### src/rtl/cpu_defs.sv
// Shared definitions for the cpu controller, the ALU control logic and benches:
// opcode constants, special instruction encodings, controller states and
// small opcode-classification helpers.
package cpu_defs;

  localparam logic [3:0] OP_CODE_AND  = 4'b0001;
  localparam logic [3:0] OP_CODE_OR   = 4'b0010;
  localparam logic [3:0] OP_CODE_XOR  = 4'b0011;
  localparam logic [3:0] OP_CODE_LSH  = 4'b0100;
  localparam logic [3:0] OP_CODE_ADD  = 4'b0101;
  localparam logic [3:0] OP_CODE_ADDU = 4'b0110;
  localparam logic [3:0] OP_CODE_ADDC = 4'b0111;
  localparam logic [3:0] OP_CODE_SUB  = 4'b1001;
  localparam logic [3:0] OP_CODE_SUBC = 4'b1010;
  localparam logic [3:0] OP_CODE_CMP  = 4'b1011;

  localparam logic [3:0] OP_MAJOR_REG   = 4'b0000;
  localparam logic [3:0] OP_MAJOR_SHIFT = 4'b1000;

  localparam logic [15:0] INSTR_HALT = 16'hFFFF;
  localparam logic [15:0] INSTR_NOP  = 16'h0000;

  typedef enum logic [2:0] {
    ST_IDLE,
    ST_FETCH,
    ST_DECODE,
    ST_EXEC,
    ST_HALT
  } ctrl_state_e;

  // How an operation touches the register file and the flags.
  typedef enum logic [1:0] {
    CLS_NONE,   // not an ALU operation
    CLS_ARITH,  // writes result and flags
    CLS_LOGIC,  // writes result only
    CLS_CMP     // writes flags only
  } op_class_e;

  function automatic op_class_e op_class(input logic [3:0] op);
    case (op)
      OP_CODE_ADD, OP_CODE_ADDU, OP_CODE_ADDC,
      OP_CODE_SUB, OP_CODE_SUBC:              op_class = CLS_ARITH;
      OP_CODE_AND, OP_CODE_OR, OP_CODE_XOR,
      OP_CODE_LSH:                            op_class = CLS_LOGIC;
      OP_CODE_CMP:                            op_class = CLS_CMP;
      default:                                op_class = CLS_NONE;
    endcase
  endfunction

  // Majors that carry an 8-bit immediate; there is no immediate shift.
  function automatic logic is_imm_major(input logic [3:0] major);
    is_imm_major = (op_class(major) != CLS_NONE) && (major != OP_CODE_LSH);
  endfunction

  // Signed arithmetic and compare sign-extend imm8; the rest zero-extend.
  function automatic logic imm_is_signed(input logic [3:0] major);
    case (major)
      OP_CODE_ADD, OP_CODE_ADDC, OP_CODE_SUB,
      OP_CODE_SUBC, OP_CODE_CMP: imm_is_signed = 1'b1;
      default:                   imm_is_signed = 1'b0;
    endcase
  endfunction

endpackage

### src/rtl/instr_decode.sv
// Purely combinational instruction decoder: maps one 16-bit instruction word
// to the ALU opcode, register addresses, extended immediate and strobes.
module instr_decode
  import cpu_defs::*;
#(
  parameter int REG_WIDTH     = 16,
  parameter int REG_ADDR_BITS = 3
) (
  input  logic [15:0]              instr,
  output logic [3:0]               opcode,
  output logic [REG_ADDR_BITS-1:0] addr_a,
  output logic [REG_ADDR_BITS-1:0] addr_b,
  output logic [REG_WIDTH-1:0]     imm,
  output logic                     use_imm,
  output logic                     reg_we,
  output logic                     flags_we,
  output logic                     is_halt,
  output logic                     is_illegal
);

  logic [3:0] major;
  logic [3:0] opext;
  op_class_e  cls;

  assign major = instr[15:12];
  assign opext = instr[7:4];

  // Classify the word, then fill in fields only for a recognised operation.
  always_comb begin
    // NOTE: every output gets a default first so no path through this block
    // leaves a value unassigned, which would otherwise infer a latch.
    opcode     = '0;
    addr_a     = '0;
    addr_b     = '0;
    imm        = '0;
    use_imm    = 1'b0;
    cls        = CLS_NONE;
    is_halt    = (instr == INSTR_HALT);

    if (major == OP_MAJOR_REG && instr != INSTR_NOP) begin
      cls    = op_class(opext);
      opcode = opext;
    end else if (major == OP_MAJOR_SHIFT && opext == OP_CODE_LSH) begin
      cls    = CLS_LOGIC;
      opcode = OP_CODE_LSH;
    end else if (is_imm_major(major)) begin
      cls     = op_class(major);
      opcode  = major;
      use_imm = 1'b1;
      imm     = imm_is_signed(major) ? {{(REG_WIDTH-8){instr[7]}}, instr[7:0]}
                                     : {{(REG_WIDTH-8){1'b0}}, instr[7:0]};
    end

    if (cls != CLS_NONE) begin
      addr_a = instr[8 +: REG_ADDR_BITS];
      addr_b = use_imm ? '0 : instr[0 +: REG_ADDR_BITS];
    end else begin
      // Unrecognised register-form extensions must not leak an opcode.
      opcode = '0;
    end

    reg_we     = (cls == CLS_ARITH) || (cls == CLS_LOGIC);
    flags_we   = (cls == CLS_ARITH) || (cls == CLS_CMP);
    is_illegal = (cls == CLS_NONE) && !is_halt && (instr != INSTR_NOP);
  end

endmodule

### src/rtl/cpu_controller.sv
// Multi-cycle fetch/decode/execute controller for the cpu datapath. Holds the
// program counter, the instruction register, the FSM and the registered
// control outputs presented to the register file and ALU.
module cpu_controller
  import cpu_defs::*;
#(
  parameter int REG_WIDTH     = 16,
  parameter int REG_ADDR_BITS = 3,
  parameter int PC_WIDTH      = 8
) (
  input  logic                     clk,
  input  logic                     reset,
  input  logic                     start,
  input  logic [15:0]              instrData,
  output logic [PC_WIDTH-1:0]      instrAddr,
  output logic                     instrReadEnable,
  output logic [3:0]               aluOpCode,
  output logic [REG_ADDR_BITS-1:0] regAddressA,
  output logic [REG_ADDR_BITS-1:0] regAddressB,
  output logic [REG_WIDTH-1:0]     immediate,
  output logic                     useImm,
  output logic                     regWriteEnable,
  output logic                     flagsWriteEnable,
  output logic                     busy,
  output logic                     halted,
  output logic                     illegal
);

  ctrl_state_e             state;
  ctrl_state_e             state_next;
  logic [PC_WIDTH-1:0]     pc;
  logic [15:0]             ir;

  logic [3:0]              dec_opcode;
  logic [REG_ADDR_BITS-1:0] dec_addr_a;
  logic [REG_ADDR_BITS-1:0] dec_addr_b;
  logic [REG_WIDTH-1:0]    dec_imm;
  logic                    dec_use_imm;
  logic                    dec_reg_we;
  logic                    dec_flags_we;
  logic                    dec_is_halt;
  logic                    dec_is_illegal;

  // The memory word is decoded while it is on instrData during DECODE, so the
  // registered fields are already valid at the first edge of EXEC.
  instr_decode #(
    .REG_WIDTH     (REG_WIDTH),
    .REG_ADDR_BITS (REG_ADDR_BITS)
  ) u_decode (
    .instr      (instrData),
    .opcode     (dec_opcode),
    .addr_a     (dec_addr_a),
    .addr_b     (dec_addr_b),
    .imm        (dec_imm),
    .use_imm    (dec_use_imm),
    .reg_we     (dec_reg_we),
    .flags_we   (dec_flags_we),
    .is_halt    (dec_is_halt),
    .is_illegal (dec_is_illegal)
  );

  assign instrAddr = pc;

  // State register.
  always_ff @(posedge clk or negedge reset) begin
    // NOTE: sequential state uses non-blocking assignments so every register
    // samples pre-edge values regardless of block evaluation order.
    if (!reset) state <= ST_IDLE;
    else        state <= state_next;
  end

  // Next-state logic and state-decoded outputs.
  always_comb begin
    state_next      = state;
    instrReadEnable = 1'b0;
    busy            = 1'b0;
    halted          = 1'b0;
    case (state)
      ST_IDLE, ST_HALT: begin
        halted = (state == ST_HALT);
        if (start) state_next = ST_FETCH;
      end
      ST_FETCH: begin
        instrReadEnable = 1'b1;
        busy            = 1'b1;
        state_next      = ST_DECODE;
      end
      ST_DECODE: begin
        busy       = 1'b1;
        state_next = ST_EXEC;
      end
      ST_EXEC: begin
        busy       = 1'b1;
        state_next = (ir == INSTR_HALT) ? ST_HALT : ST_FETCH;
      end
      default: state_next = ST_IDLE;
    endcase
  end

  // Program counter advances once per executed instruction; the instruction
  // register captures the memory word at the end of DECODE.
  always_ff @(posedge clk or negedge reset) begin
    if (!reset) begin
      pc <= '0;
      ir <= '0;
    end else begin
      if (state == ST_DECODE) ir <= instrData;
      if (state == ST_EXEC)   pc <= pc + PC_WIDTH'(1);
    end
  end

  // Operand registers load at the DECODE->EXEC edge and hold until the next
  // EXEC. A halt leaves the last operands in place while the controller waits.
  always_ff @(posedge clk or negedge reset) begin
    if (!reset) begin
      aluOpCode   <= '0;
      regAddressA <= '0;
      regAddressB <= '0;
      immediate   <= '0;
      useImm      <= 1'b0;
    end else if (state == ST_DECODE && !dec_is_halt) begin
      aluOpCode   <= dec_opcode;
      regAddressA <= dec_addr_a;
      regAddressB <= dec_addr_b;
      immediate   <= dec_imm;
      useImm      <= dec_use_imm;
    end
  end

  // Strobes are high only for the single EXEC cycle of each instruction.
  always_ff @(posedge clk or negedge reset) begin
    if (!reset) begin
      regWriteEnable   <= 1'b0;
      flagsWriteEnable <= 1'b0;
      illegal          <= 1'b0;
    end else begin
      regWriteEnable   <= (state == ST_DECODE) && dec_reg_we;
      flagsWriteEnable <= (state == ST_DECODE) && dec_flags_we;
      illegal          <= (state == ST_DECODE) && dec_is_illegal;
    end
  end

endmodule

### config.mk
export PLATFORM = sky130hd
export DESIGN_NAME = cpu_controller
export DESIGN_NICKNAME = d
export VERILOG_FILES = /design/src/rtl/cpu_defs.sv /design/src/rtl/instr_decode.sv /design/src/rtl/cpu_controller.sv
export SDC_FILE = /design/constraint.sdc
export NUM_CORES = 1
export LEC_CHECK = 0
export BUFFER_PORTS_ARGS = -buffer_cell sky130_fd_sc_hd__buf_2
export CAP_MARGIN = 20
export CORE_MARGIN = 2
export CORE_UTILIZATION = 45
export CTS_BUF_LIST = sky130_fd_sc_hd__clkbuf_16
export CTS_CLUSTER_DIAMETER = 200
export DETAILED_ROUTE_END_ITERATION = 10
export MAX_ROUTING_LAYER = met4
export PLACE_DENSITY = 0.7
export SKIP_LAST_GASP = 1
export SLEW_MARGIN = 10
export SYNTH_ARGS = -nofsm -noshare
export SYNTH_HDL_FRONTEND = slang
export SYNTH_SLANG_ARGS = --single-unit
export TNS_END_PERCENT = 30
### constraint.sdc
create_clock -name clk -period 3.5 [get_ports clk]
set_clock_uncertainty 0.1 [all_clocks]
set_input_delay 0.525 -clock clk [delete_from_list [all_inputs] [get_ports clk]]
set_output_delay 0.525 -clock clk [all_outputs]
set_load 0.05 [all_outputs]
==> metrics.sh, run 1 <==
RUN_STATUS='finished, final reports clean'
STARTPOINT_TYPE_OF_THE_WORST_SETUP_PATH='input pin'
TIGHTESTPINTRANSITION_PS=678
CAP_VIOLATIONS=0
NUMBER_OF_ANTENNA_VIOLATIONS_AT_THE_FIRST_CHECK_IN_GLOBAL_ROUTING=0
DIE_H_UM=77.7
INITIAL_UTILIZATION_PCT=47.2
TIMING.CRITICAL_PATH.TO_TYPE='flip-flop'
POST-PLACE-CELLS=343
TOP_LEVEL_PORTS=60
SYNTH-SEQ-CELLS=50
GRT_PASS1_VIAS=1709
HOLD_WS_PS=155
YS.WARNINGS.COUNT=0
DRT_FIRST_ITER_VIOLATIONS=160
SOURCE_TO_SINK_CLOCK_DELAY_AT_THE_LATER_PIN_OF_THE_WORST_SKEW_PAIR_PS=290
CTS.REPAIR_TIMING.SETUP_BUFFER_COUNT=0
PLACE.GP.CONGESTION=0.959
FINAL_CELL_COUNT_NO_FILL=351
TRITONCTS='done'
TIMING.CRITICAL_PATH.REQUIRED_PS=3610
CORE_SQ_UM=5170
POST_ROUTE_CELLS_DRIVE_ABOVE_1_SHARE_PCT=33.8
CELLLEAKAGEPOWER_nW=1.41
GRT_START_MAX_NET_PINS=51
CLOCKBUFFERDEPTH=2
SYN_AREA_SQ_UM=2440
ROUTE.FINAL.WIRE_LENGTH_MM=5.21
SYNTH_NETS=255
CRIT_FANOUT=9
DRT-PASS1-ITER-COUNT=4
PLACEDINSTANCEAREA_SQ_UM=2720
WL_PER_CELL_UM=14.8
WORST_SETUP_HOLD_PATH_CLK_SLEW_PS=60
GROUTE.USAGE.OVERALL_PCT=18.9
HIGHEST_LAYER='met4'
MIN_PERIOD_PS=2570
POST-ROUTE-CELL-AREA_SQ_UM=2890
HOLD_VIOL=0
POST_CTS_RESIZE_COUNT=0
VIAS=1839
VDD_IR_DROP_MAX_V=0.000368
NUM_ANTENNA_CELLS=0
CTS_BUFFERS=5
SYNTH-SEQ-AREA-SHARE_PCT=51.2
FINALMAXSLEWVIOLATIONS=0
AREA_DELTA_SYNTH_FINAL_PCT=18.4
POST_SYNTH.CELL_AREA_AVG_SQ_UM=10.6
COUNT_OF_HOLD_FIX_BUFFERS_INSERTED_AT_CTS=0
FINAL-SETUP-VIOL-COUNT=0
SYN-INSTANCE-COUNT=230
ROUTEDLENGTHMET1_MM=2.52
CLOCK_SINK_COUNT=50
DIE-AREA_SQ_UM=6030
CRIT_PATH_MAX_INCR_DELAY_PS=320
GRT_FIRST_PASS_WIRELENGTH_MM=8.71
ROUTED_VIA_DENSITY=5.24
POWER_DENSITY_nW_PER_UM2=991
CPMOSTUSEDCELL='ha_1'
CLOCK.FMAX_GHz=0.389
SYNTH_CELL_TYPE_COUNT=40
DPL.HPWL_MM=3.80
SYNTHDOMINANTAREACELLTYPE='dfrtp_1'
DIE_WIDTH_UM=77.7
PORTBUFFERS=59
SYNTH.AREA.TOP_CELLS='dfrtp_1 (51%), mux2_2 (8.3%), nand2_1 (4.9%), buf_4 (3.7%), ha_1 (3.1%)'
FINALNETCOUNT=305
MET3_WIRELENGTH_UM=153
SLOWEST_STAGE='or2_2'
GLOBAL_ROUTE.OVERFLOW_TOTAL=0
DRC=0
MIN_PERIOD_OVER_PERIOD_PCT=73.5
SETUP_TOTAL_NEGATIVE_SLACK_PS=0
TIMING.SLEW.HEADROOM_PCT=54.7
TIMING.SETUP.CRITICAL_PATH_CLASS='input pin to flip-flop'
ARRIVAL_PS=2690
KIND_OF_PATH_BEHIND_THE_TIGHTEST_HOLD_CHECK='input pin to asynchronous set/reset pin'
SYNTHDOMINANTCELLAREASHARE_PCT=51.2
COUNT_OF_ANTENNA_VIOLATING_NETS_LEFT_AFTER_DETAILED_ROUTING=0
CTSROOTBUFFERMASTER='clkbuf_16'
HTREE_LEVELS=2
RSZ0062_AT_GRT='no'
TIMING.CRITICAL_PATH.BUF_INV=2
CP_CELL_SEQUENCE='buf_2, nor2_4, inv_1, ha_1, or2_2, a2bb2oi_1, nand3_1, o21ai_0, ha_1, nor2_1, a32oi_1, o21ai_1'
CORE.ROWCOUNT=26
DR_WL_MET2_MM=2.46
WORST_PATH_DOMINANT_CELL_FAMILY='simple AND/OR/NAND/NOR gates'
[Yosys cell counts]
library cell  count
dfrtp_1          50
nand2_1          32
mux2_2           18
buf_4            12
nand4_1          11
inv_1            10
o21ai_1          10
nand3_1           9
ha_1              6
nor2_1            6
buf_2             5
o21ai_0           5
o31ai_1           5
xnor2_1           5
nor2b_1           4
o41ai_1           4
a31oi_1           3
a32oi_1           3
or2_2             3
and2_1            2
and3_1            2
nor3_1            2
nor4_1            2
o21ai_2           2
o22ai_1           2
or3_1             2
xor2_1            2
a211o_1           1
a21boi_0          1
a22o_1            1
a2bb2oi_1         1
and4_1            1
clkbuf_1          1
mux2i_1           1
nand3_2           1
nor2_4            1
nor3b_1           1
nor4_2            1
o311a_1           1
o311ai_0          1
[where the power goes]
| part | total, W | leakage (nW) | switching, W | internal, W |
|---|---|---|---|---|
| registers | 0.000971 | 0.633 | 0.000147 | 0.000824 |
| logic | 0.00135 | 0.693 | 0.000961 | 0.000386 |
| clock network | 0.000548 | 0.0842 | 0.000210 | 0.000338 |
| total | 0.00287 | 1.41 | 0.00132 | 0.00155 |
[final cells by class]
cell class,instances,area (sq um)
fill,463,2280
tap,70,87.6
timing repair buffer,61,313
clock inverter,3,43.8
inverter,10,37.5
sequential,50,1250
clock buffer,5,125
multi-input combinational,152,1030
[registers in the layout, indices dropped and copies added, names as in the netlist]
name and flops:
flagsWriteEnable 1, instrAddr 8, useImm 1, regWriteEnable 1, immediate 9, regAddressB 3, state 3, regAddressA 3
ir 16, illegal 1, aluOpCode 4
[worst reg2reg max path, delay by kind of cell (launching register included)]
family | cells | cell delay, ps
compound gates | 2 | 470
buf+inv | 1 | 270
simple gates | 2 | 780
flops | 1 | 410
[final timing paths]
kind | startpoint | cells after the start | slack [ps] | to
worst min-delay path | reset | 1 | 160 | immediate[14]
worst max-delay path | instrData[12] | 12 | 930 | aluOpCode[3]
worst max register to register | state[2] | 5 | 1360 | regAddressB[2]
min in group clk | start | 2 | 370 | state[2]
worst min register to register | instrAddr[7] | 1 | 370 | instrAddr[7]
max in group asynchronous | reset | 1 | 2740 | immediate[3]
[cell families after synthesis]
logic type / synth area share (%)
XOR/XNOR: 2.51
buffers and inverters: 6.40
multiplexers: 8.71
flip-flops: 51.2
adder cells (fa/ha/maj): 3.07
AO/OA/AOI/OAI: 11.3
AND/OR/NAND/NOR: 16.8
[layout by cell type (no fill, tap or decap), drive strengths merged, types with 4 or more instances in the layout]
cell type / Yosys / layout
buf: 17 / 61
dfrtp: 50 / 50
nand2: 32 / 32
mux2: 18 / 18
o21ai: 17 / 17
nand4: 11 / 11
inv: 10 / 11
nand3: 10 / 10
nor2: 7 / 7
ha: 6 / 6
o31ai: 5 / 5
xnor2: 5 / 5
clkbuf: 1 / 5
nor2b: 4 / 4
o41ai: 4 / 4
[per-layer routing]
metal  up-vias  track usage [%]
met1       878             27.0
li1        914                -
met4         0             6.43
met3         6             3.14
met5         -                -
met2        41             27.5
[metrics by stage]
step	util (%)	total power, W	worst slack (ps)
final	55.9	0.00287	928
after global routing	55.9	0.00304	754
after CTS	55.9	0.00289	956
after detailed placement	52.6	0.00234	693
after global placement	52.6	0.00231	720
after floorplan	-	0.00208	943
(Power assumes the default switching activity.)
==> inputs of run 2 (changes only) <==
PLACE_DENSITY = 0.73   (was 0.7)
clock period = 2.3 ns   (was 3.5 ns; I/O delays follow)
==> run 2 against run 1 <==
Net effect: register-to-register slack lost 830 ps; worst hold slack gained 22 ps; sequential share of layout area shrank 2.6 points; critical path depth shrank 3; clock power grew 53%; critical endpoint unchanged.
==> metrics.sh, run 2 (same netlist as run 1, synthesis figures left out) <==
RUN_STATUS='finished, final reports clean'
DIE_WIDTH_UM=77.7  # unchanged
CRIT_FANOUT=7  # -2
VIAS=1980  # +7.7%
CLOCK.FMAX_GHz=0.468
SOURCE_TO_SINK_CLOCK_DELAY_AT_THE_LATER_PIN_OF_THE_WORST_SKEW_PAIR_PS=290  # about the same
LARGEST_REGISTER_FF_COUNT=16  # unchanged
STARTPOINT_TYPE_OF_THE_WORST_SETUP_PATH='input pin'
DPL.HPWL_MM=4.11  # +8.2%
NUM_ANTENNA_CELLS=0  # unchanged
GRT_START_MAX_NET_PINS=51  # unchanged
LAYOUT.CELLS.MOST_COMMON_LIST='buf_2 (59), dfrtp_1 (50), nand2_1 (32), buf_4 (19), mux2_2 (18)'
TIMING.CRITICAL_PATH.TO_TYPE='flip-flop'
LAYOUT_SETUP_WS_PS=161  # -767 ps
CP_NUM_CELLS=9  # -3
NET_SWITCHING_COMPONENT_OF_THE_POWER_W=0.00203  # +54%
FINAL-SETUP-VIOL-COUNT=0  # unchanged
CORE.ROWCOUNT=26  # unchanged
COMB_POWER_SHARE_PCT=47.9  # +0.9 points
DETAILEDPLACE.WORSTSLACK_PS=-70.6  # -764 ps
AREA_DELTA_SYNTH_FINAL_PCT=26.0
TOP_LEVEL_PORTS=60  # unchanged
CTS_BUFFERS=5  # unchanged
KIND_OF_PATH_BEHIND_THE_TIGHTEST_HOLD_CHECK='input pin to flip-flop'
GROUTE.USAGE.OVERALL_PCT=20.1  # +1.2 points
CAP_VIOLATIONS=0  # unchanged
NUMBER_OF_ANTENNA_VIOLATIONS_AT_THE_FIRST_CHECK_IN_GLOBAL_ROUTING=0  # unchanged
GRT_PASS1_VIAS=1923  # +13%
TIMING.CRITICAL_PATH.BUF_INV=2  # unchanged
TIMING.SLEW.HEADROOM_PCT=71.8  # +17 points
CRIT_PATH_MAX_INCR_DELAY_PS=330  # about the same
CRITICAL_PATH.ENDPOINT='aluOpCode[3]'
GRT_FIRST_PASS_WIRELENGTH_MM=9.33  # +7.1%
WORST_SETUP_HOLD_PATH_CLK_SLEW_PS=60  # about the same
TIMING.SETUP.CRITICAL_PATH_CLASS='input pin to flip-flop'
CP_CELL_SEQUENCE='buf_2, or2_2, ha_1, mux2_2, mux2i_1, ha_2, inv_1, a32oi_1, o21ai_1'
VDD_IR_DROP_MAX_V=0.000624  # +69%
SHARE_CLK_OF_TOTAL_POWER_PCT=18.9  # -0.2 points
FINAL_CELL_COUNT_NO_FILL=371  # +5.7%
FINISH.UTILIZATION_PCT=59.5  # +3.6 points
DRT-PASS1-ITER-COUNT=4  # unchanged
FINALNETCOUNT=325  # +6.6%
PORTBUFFERS=59  # unchanged
ROUTED_VIA_DENSITY=5.34  # +1.9%
P_SW_SHARE_PCT=45.6  # -0.37 points
POWER_DENSITY_nW_PER_UM2=1440  # +46%
MIN-DELAY-START='start'
MIN_PERIOD_PS=2140
RSZ0062_AT_GRT='no'
DIE-AREA_SQ_UM=6030  # unchanged
GLOBAL_ROUTE.OVERFLOW_TOTAL=0  # unchanged
ROUTE.FINAL.WIRE_LENGTH_MM=5.60  # +7.6%
POST_CTS_RESIZE_COUNT=0  # unchanged
DRT_FIRST_ITER_VIOLATIONS=94  # -41%
HOLD_WS_PS=177  # +21.5 ps
DIE_H_UM=77.7  # unchanged
PLACE.GP.CONGESTION=0.865  # -9.8%
HTREE_LEVELS=2  # unchanged
LAYOUT.CELLS.MOST_COMMON='buf_2'
CELLLEAKAGEPOWER_nW=1.52  # +7.7%
POST_ROUTE_CELLS_DRIVE_ABOVE_1_SHARE_PCT=38.5  # +4.7 points
POST-PLACE-CELLS=362  # +5.5%
CLOCKBUFFERDEPTH=2  # unchanged
P_INT_W=0.00242  # +56%
COUNT_OF_ANTENNA_VIOLATING_NETS_LEFT_AFTER_DETAILED_ROUTING=0  # unchanged
SLOWEST_STAGE='or2_2'
LARGEST_REGISTER_BY_FLOP_COUNT='ir'
DRC=0  # unchanged
INITIAL_UTILIZATION_PCT=47.2  # unchanged
WL_PER_CELL_UM=15.1  # +1.8%
CTS.REPAIR_TIMING.SETUP_BUFFER_COUNT=0  # unchanged
CLOCK_SINK_COUNT=50  # unchanged
REPORT.POWER.TOTAL_W=0.00444  # +55%
R2R_END='regAddressB[1]'
WORST_SETUP_PATH_STARTPOINT='instrData[5]'
HOLD_VIOL=0  # unchanged
MIN_PERIOD_OVER_PERIOD_PCT=93.0
TRITONCTS='done'
TIMING.CRITICAL_PATH.REQUIRED_PS=2370  # -1240 ps
WORST_PATH_DOMINANT_CELL_FAMILY='adder cells'
RR_WORST_DEPTH=5  # unchanged
ARRIVAL_PS=2210  # -480 ps
CORE_SQ_UM=5170  # unchanged
TIMING.REG2REG.SETUP_SLACK_PS=530  # -830 ps
R2R_START='state[2]'
TIGHTESTPINTRANSITION_PS=423  # -254 ps
POWER_FRAC_SEQ_PCT=33.2  # -0.7 points
CTSROOTBUFFERMASTER='clkbuf_16'
FINALMAXSLEWVIOLATIONS=0  # unchanged
run 2: cell count changes in the layout (fill, tap and decap cells not counted):
cell / before / now
buf_2: 58 / 59
o41ai_2: 0 / 1
buf_12: 0 / 2
buf_4: 3 / 19
ha_1: 6 / 5
o41ai_1: 4 / 3
ha_2: 0 / 1
dlygate4sd3_1: 0 / 1
run 2: timing repair:
| action | CTS | global route |
|---|---|---|
| hold buffers | 1 | 0 |
| endpoints found under the setup margin | 0 | 0 |
| hold endpoints to repair | 50 | 0 |
run 2: area by class of cell:
| class | count | area (sq um) |
|---|---|---|
| clock buffer | 5 | 125 |
| clock inverter | 3 | 43.8 |
| fill | 430 | 2090 |
| inverter | 10 | 37.5 |
| multi-input combinational | 152 | 1040 |
| sequential | 50 | 1250 |
| tap | 70 | 87.6 |
| timing repair buffer | 81 | 488 |
run 2: power by group through the flow:
stage          clock [W]  combinational, W  sequential [W]
6_report        0.000838           0.00213         0.00147
5_1_grt         0.000887           0.00227         0.00153
4_1_cts         0.000854           0.00215         0.00148
3_5_place_dp           0           0.00214         0.00149
3_3_place_gp           0           0.00211         0.00148
2_1_floorplan          0          0.000996         0.00218
run 2: metal layers:
| metal | share of wire, % | vias up | global-route usage, % | wire length, um |
|---|---|---|---|---|
| li1 | - | 956 | - | - |
| met3 | 5.0 | 11 | 3.60 | 280 |
| met1 | 44 | 953 | 25.5 | 2460 |
| met2 | 49 | 60 | 32.9 | 2770 |
| met4 | 1.7 | 0 | 6.43 | 94 |
| met5 | 0 | - | - | 0 |
run 2: worst min-delay path by stage:
stage	to	cells past startpoint
2_1_floorplan	aluOpCode[0]	0
3_3_place_gp	immediate[14]	2
3_5_place_dp	immediate[14]	2
4_1_cts	state[2]	2
5_1_grt	state[2]	2
6_report	state[2]	2
run 2: per-stage QoR:
step | TNS, ps | instance area (sq um)
after global routing | 0 | 3080
after global placement | 0 | 2900
after detailed placement | -303 | 2900
after floorplan | -29.2 | 2450
after CTS | 0 | 3080
final | 0 | 3080
==> inputs of run 3 (changes only) <==
CORE_MARGIN = not set   (was 2)
==> run 3 against run 2 <==
Net effect: die area shrank 5.1%; clock power fell by 1%; sequential cell count unchanged; first-iteration DRC count is 34% higher; non-clock buffer count grew 2; register-to-register slack better by 30 ps; setup slack improved by 7.8 ps; routed wire length shrank 2.3%; critical endpoint is now aluOpCode[2]; largest power group unchanged.
==> metrics.sh, run 3 (same netlist as run 1, synthesis figures left out) <==
LAYOUT.CELLS.MOST_COMMON='buf_2'
DETAILEDPLACE.WORSTSLACK_PS=-78.6  # -7.95 ps
P_SW_SHARE_PCT=45.6  # -0.056 points
CRIT_FANOUT=6  # -1
FILLERINSTANCES=464  # +7.9%
CRIT_PATH_MAX_INCR_DELAY_PS=310  # -20 ps
TIMING.CRITICAL_PATH.TO_TYPE='flip-flop'
TIMING.REG2REG.SETUP_SLACK_PS=560  # +30 ps
CELLLEAKAGEPOWER_nW=1.52  # +0.11%
COUNT_OF_HOLD_FIX_BUFFERS_INSERTED_AT_CTS=0  # -1
GLOBAL_ROUTE.OVERFLOW_TOTAL=0  # unchanged
HOLD_WS_PS=49.1  # -127 ps
MIN_PERIOD_OVER_PERIOD_PCT=92.7  # -0.34 points
DIE-AREA_SQ_UM=5730  # -5.1%
RUN_STATUS='finished, final reports clean'
TOP_LEVEL_PORTS=60  # unchanged
WORST_SETUP_PATH_STARTPOINT='instrData[13]'
NET_SWITCHING_COMPONENT_OF_THE_POWER_W=0.00201  # -0.94%
ROUTED_VIA_DENSITY=5.24  # -1.9%
TIMING.SLEW.HEADROOM_PCT=58.5  # -13 points
CTS_BUFFERS=5  # unchanged
PORTBUFFERS=59  # unchanged
CTSROOTBUFFERMASTER='clkbuf_16'
ROUTE.FINAL.WIRE_LENGTH_MM=5.48  # -2.3%
SLOWEST_STAGE='or2_2'
WORST_SETUP_HOLD_PATH_CLK_SLEW_PS=70  # about the same
NUMBER_OF_ANTENNA_VIOLATIONS_AT_THE_FIRST_CHECK_IN_GLOBAL_ROUTING=0  # unchanged
LARGEST_REGISTER_BY_FLOP_COUNT='ir'
LAYOUT.CELLS.MOST_COMMON_LIST='buf_2 (59), dfrtp_1 (50), nand2_1 (32), buf_4 (23), mux2_2 (18)'
COUNT_OF_ANTENNA_VIOLATING_NETS_LEFT_AFTER_DETAILED_ROUTING=0  # unchanged
FINAL-SETUP-VIOL-COUNT=0  # unchanged
DRC=0  # unchanged
ARRIVAL_PS=2220  # about the same
CORE.ROWCOUNT=26  # unchanged
DRT_FIRST_ITER_VIOLATIONS=126  # +34%
CLOCKBUFFERDEPTH=2  # unchanged
POST_ROUTE_CELLS_DRIVE_ABOVE_1_SHARE_PCT=38.9  # +0.41 points
RSZ0062_AT_GRT='no'
SHARE_CLK_OF_TOTAL_POWER_PCT=18.8  # about the same
VIAS=1953  # -1.4%
R2R_START='state[2]'
DRT-PASS1-ITER-COUNT=4  # unchanged
CORE_SQ_UM=5170  # unchanged
P_INT_W=0.00240  # -0.72%
AREA_DELTA_SYNTH_FINAL_PCT=26.0  # about the same
FINISH.UTILIZATION_PCT=59.5  # about the same
KIND_OF_PATH_BEHIND_THE_TIGHTEST_HOLD_CHECK='input pin to asynchronous set/reset pin'
DPL.HPWL_MM=4.09  # -0.56%
TIMING.SETUP.CRITICAL_PATH_CLASS='input pin to flip-flop'
POWER_FRAC_SEQ_PCT=33.5  # +0.3 points
RR_WORST_DEPTH=4  # -1
R2R_END='ir[4]'
TIMING.CRITICAL_PATH.BUF_INV=3  # +1
CAP_VIOLATIONS=0  # unchanged
DIE_WIDTH_UM=75.7  # -2.6%
CLOCK.FMAX_GHz=0.469  # +0.37%
LARGEST_REGISTER_FF_COUNT=16  # unchanged
INITIAL_UTILIZATION_PCT=47.2  # unchanged
HOLD_VIOL=0  # unchanged
TIGHTESTPINTRANSITION_PS=623  # +199 ps
HTREE_LEVELS=2  # unchanged
CP_CELL_SEQUENCE='buf_2, nor2_4, inv_1, ha_1, or2_2, a2bb2oi_1, nand3_1, o21ai_0, ha_2, buf_4, o41ai_2'
GRT_START_MAX_NET_PINS=51  # unchanged
CRITICAL_PATH.ENDPOINT='aluOpCode[2]'
WORST_PATH_DOMINANT_CELL_FAMILY='adder cells'
PLACE.GP.CONGESTION=0.870  # +0.62%
CP_NUM_CELLS=11  # +2
FINALNETCOUNT=327  # +0.62%
WL_PER_CELL_UM=14.7  # -2.8%
VDD_IR_DROP_MAX_V=0.000662  # +6.1%
LAYOUT_SETUP_WS_PS=169  # +7.79 ps
CLOCK_SINK_COUNT=50  # unchanged
GRT_PASS1_VIAS=1661  # -14%
FINALMAXSLEWVIOLATIONS=0  # unchanged
TIMING.CRITICAL_PATH.REQUIRED_PS=2390  # +20 ps
TRITONCTS='done'
DIE_H_UM=75.7  # -2.6%
STARTPOINT_TYPE_OF_THE_WORST_SETUP_PATH='input pin'
POST_CTS_RESIZE_COUNT=0  # unchanged
POWER_DENSITY_nW_PER_UM2=1430  # -0.78%
GROUTE.USAGE.OVERALL_PCT=20.9  # +0.74 points
MIN_PERIOD_PS=2130  # -7.79 ps
COMB_POWER_SHARE_PCT=47.7  # -0.2 points
GRT_FIRST_PASS_WIRELENGTH_MM=8.41  # -9.8%
SOURCE_TO_SINK_CLOCK_DELAY_AT_THE_LATER_PIN_OF_THE_WORST_SKEW_PAIR_PS=290  # about the same
NUM_ANTENNA_CELLS=0  # unchanged
[run 3: per-stage QoR]
step	std cells	instance area (sq um)	power, W	setup TNS [ps]
after floorplan	230	2450	0.00317	-29.2
after global placement	363	2890	0.00356	-35.7
after detailed placement	363	2890	0.00360	-354
after CTS	371	3060	0.00443	0
after global routing	373	3080	0.00465	0
final	373	3080	0.00441	0
[run 3: worst min-delay path by stage]
stage | startpoint | endpoint | slack, ps | depth (start not counted)
CTS | reset | instrAddr[5] | 80 | 2
detailed placement | instrAddr[7] | instrAddr[7] | 360 | 1
floorplan | reset | aluOpCode[0] | -50 | 0
global route | reset | instrAddr[2] | 110 | 2
finish | reset | instrAddr[5] | 50 | 2
global placement | instrAddr[7] | instrAddr[7] | 360 | 1
[run 3: layer usage]
layer	routed length [um]	up-vias	track usage, %
met1	2430	925	29.1
met3	312	5	4.10
met5	0	-	-
met2	2660	69	30.9
met4	76	0	6.38
li1	-	954	-
[run 3: timing repair]
item / 4_1_cts / 5_1_grt
hold endpoints to repair: 0 / 0
setup endpoints to repair: 0 / 1
setup buffers: 0 / 2
[run 3: area by class of cell]
class,count,area (sq um),share of cell area [%]
clock inverters,3,42.5,1.38
repair buffers,83,488,15.9
multi-input cells,152,1040,34.0
well taps,70,87.6,2.85
inverters,10,37.5,1.22
clock buffers,5,125,4.07
flip-flops and latches,50,1250,40.7
[run 3: power by group through the flow]
stage                     clock network [W]  logic, W  registers, W
after floorplan                           0  0.000996       0.00218
after global placement                    0   0.00208       0.00148
after detailed placement                  0   0.00210       0.00149
after CTS                          0.000841   0.00211       0.00148
after global routing               0.000875   0.00225       0.00153
final                              0.000827   0.00210       0.00148
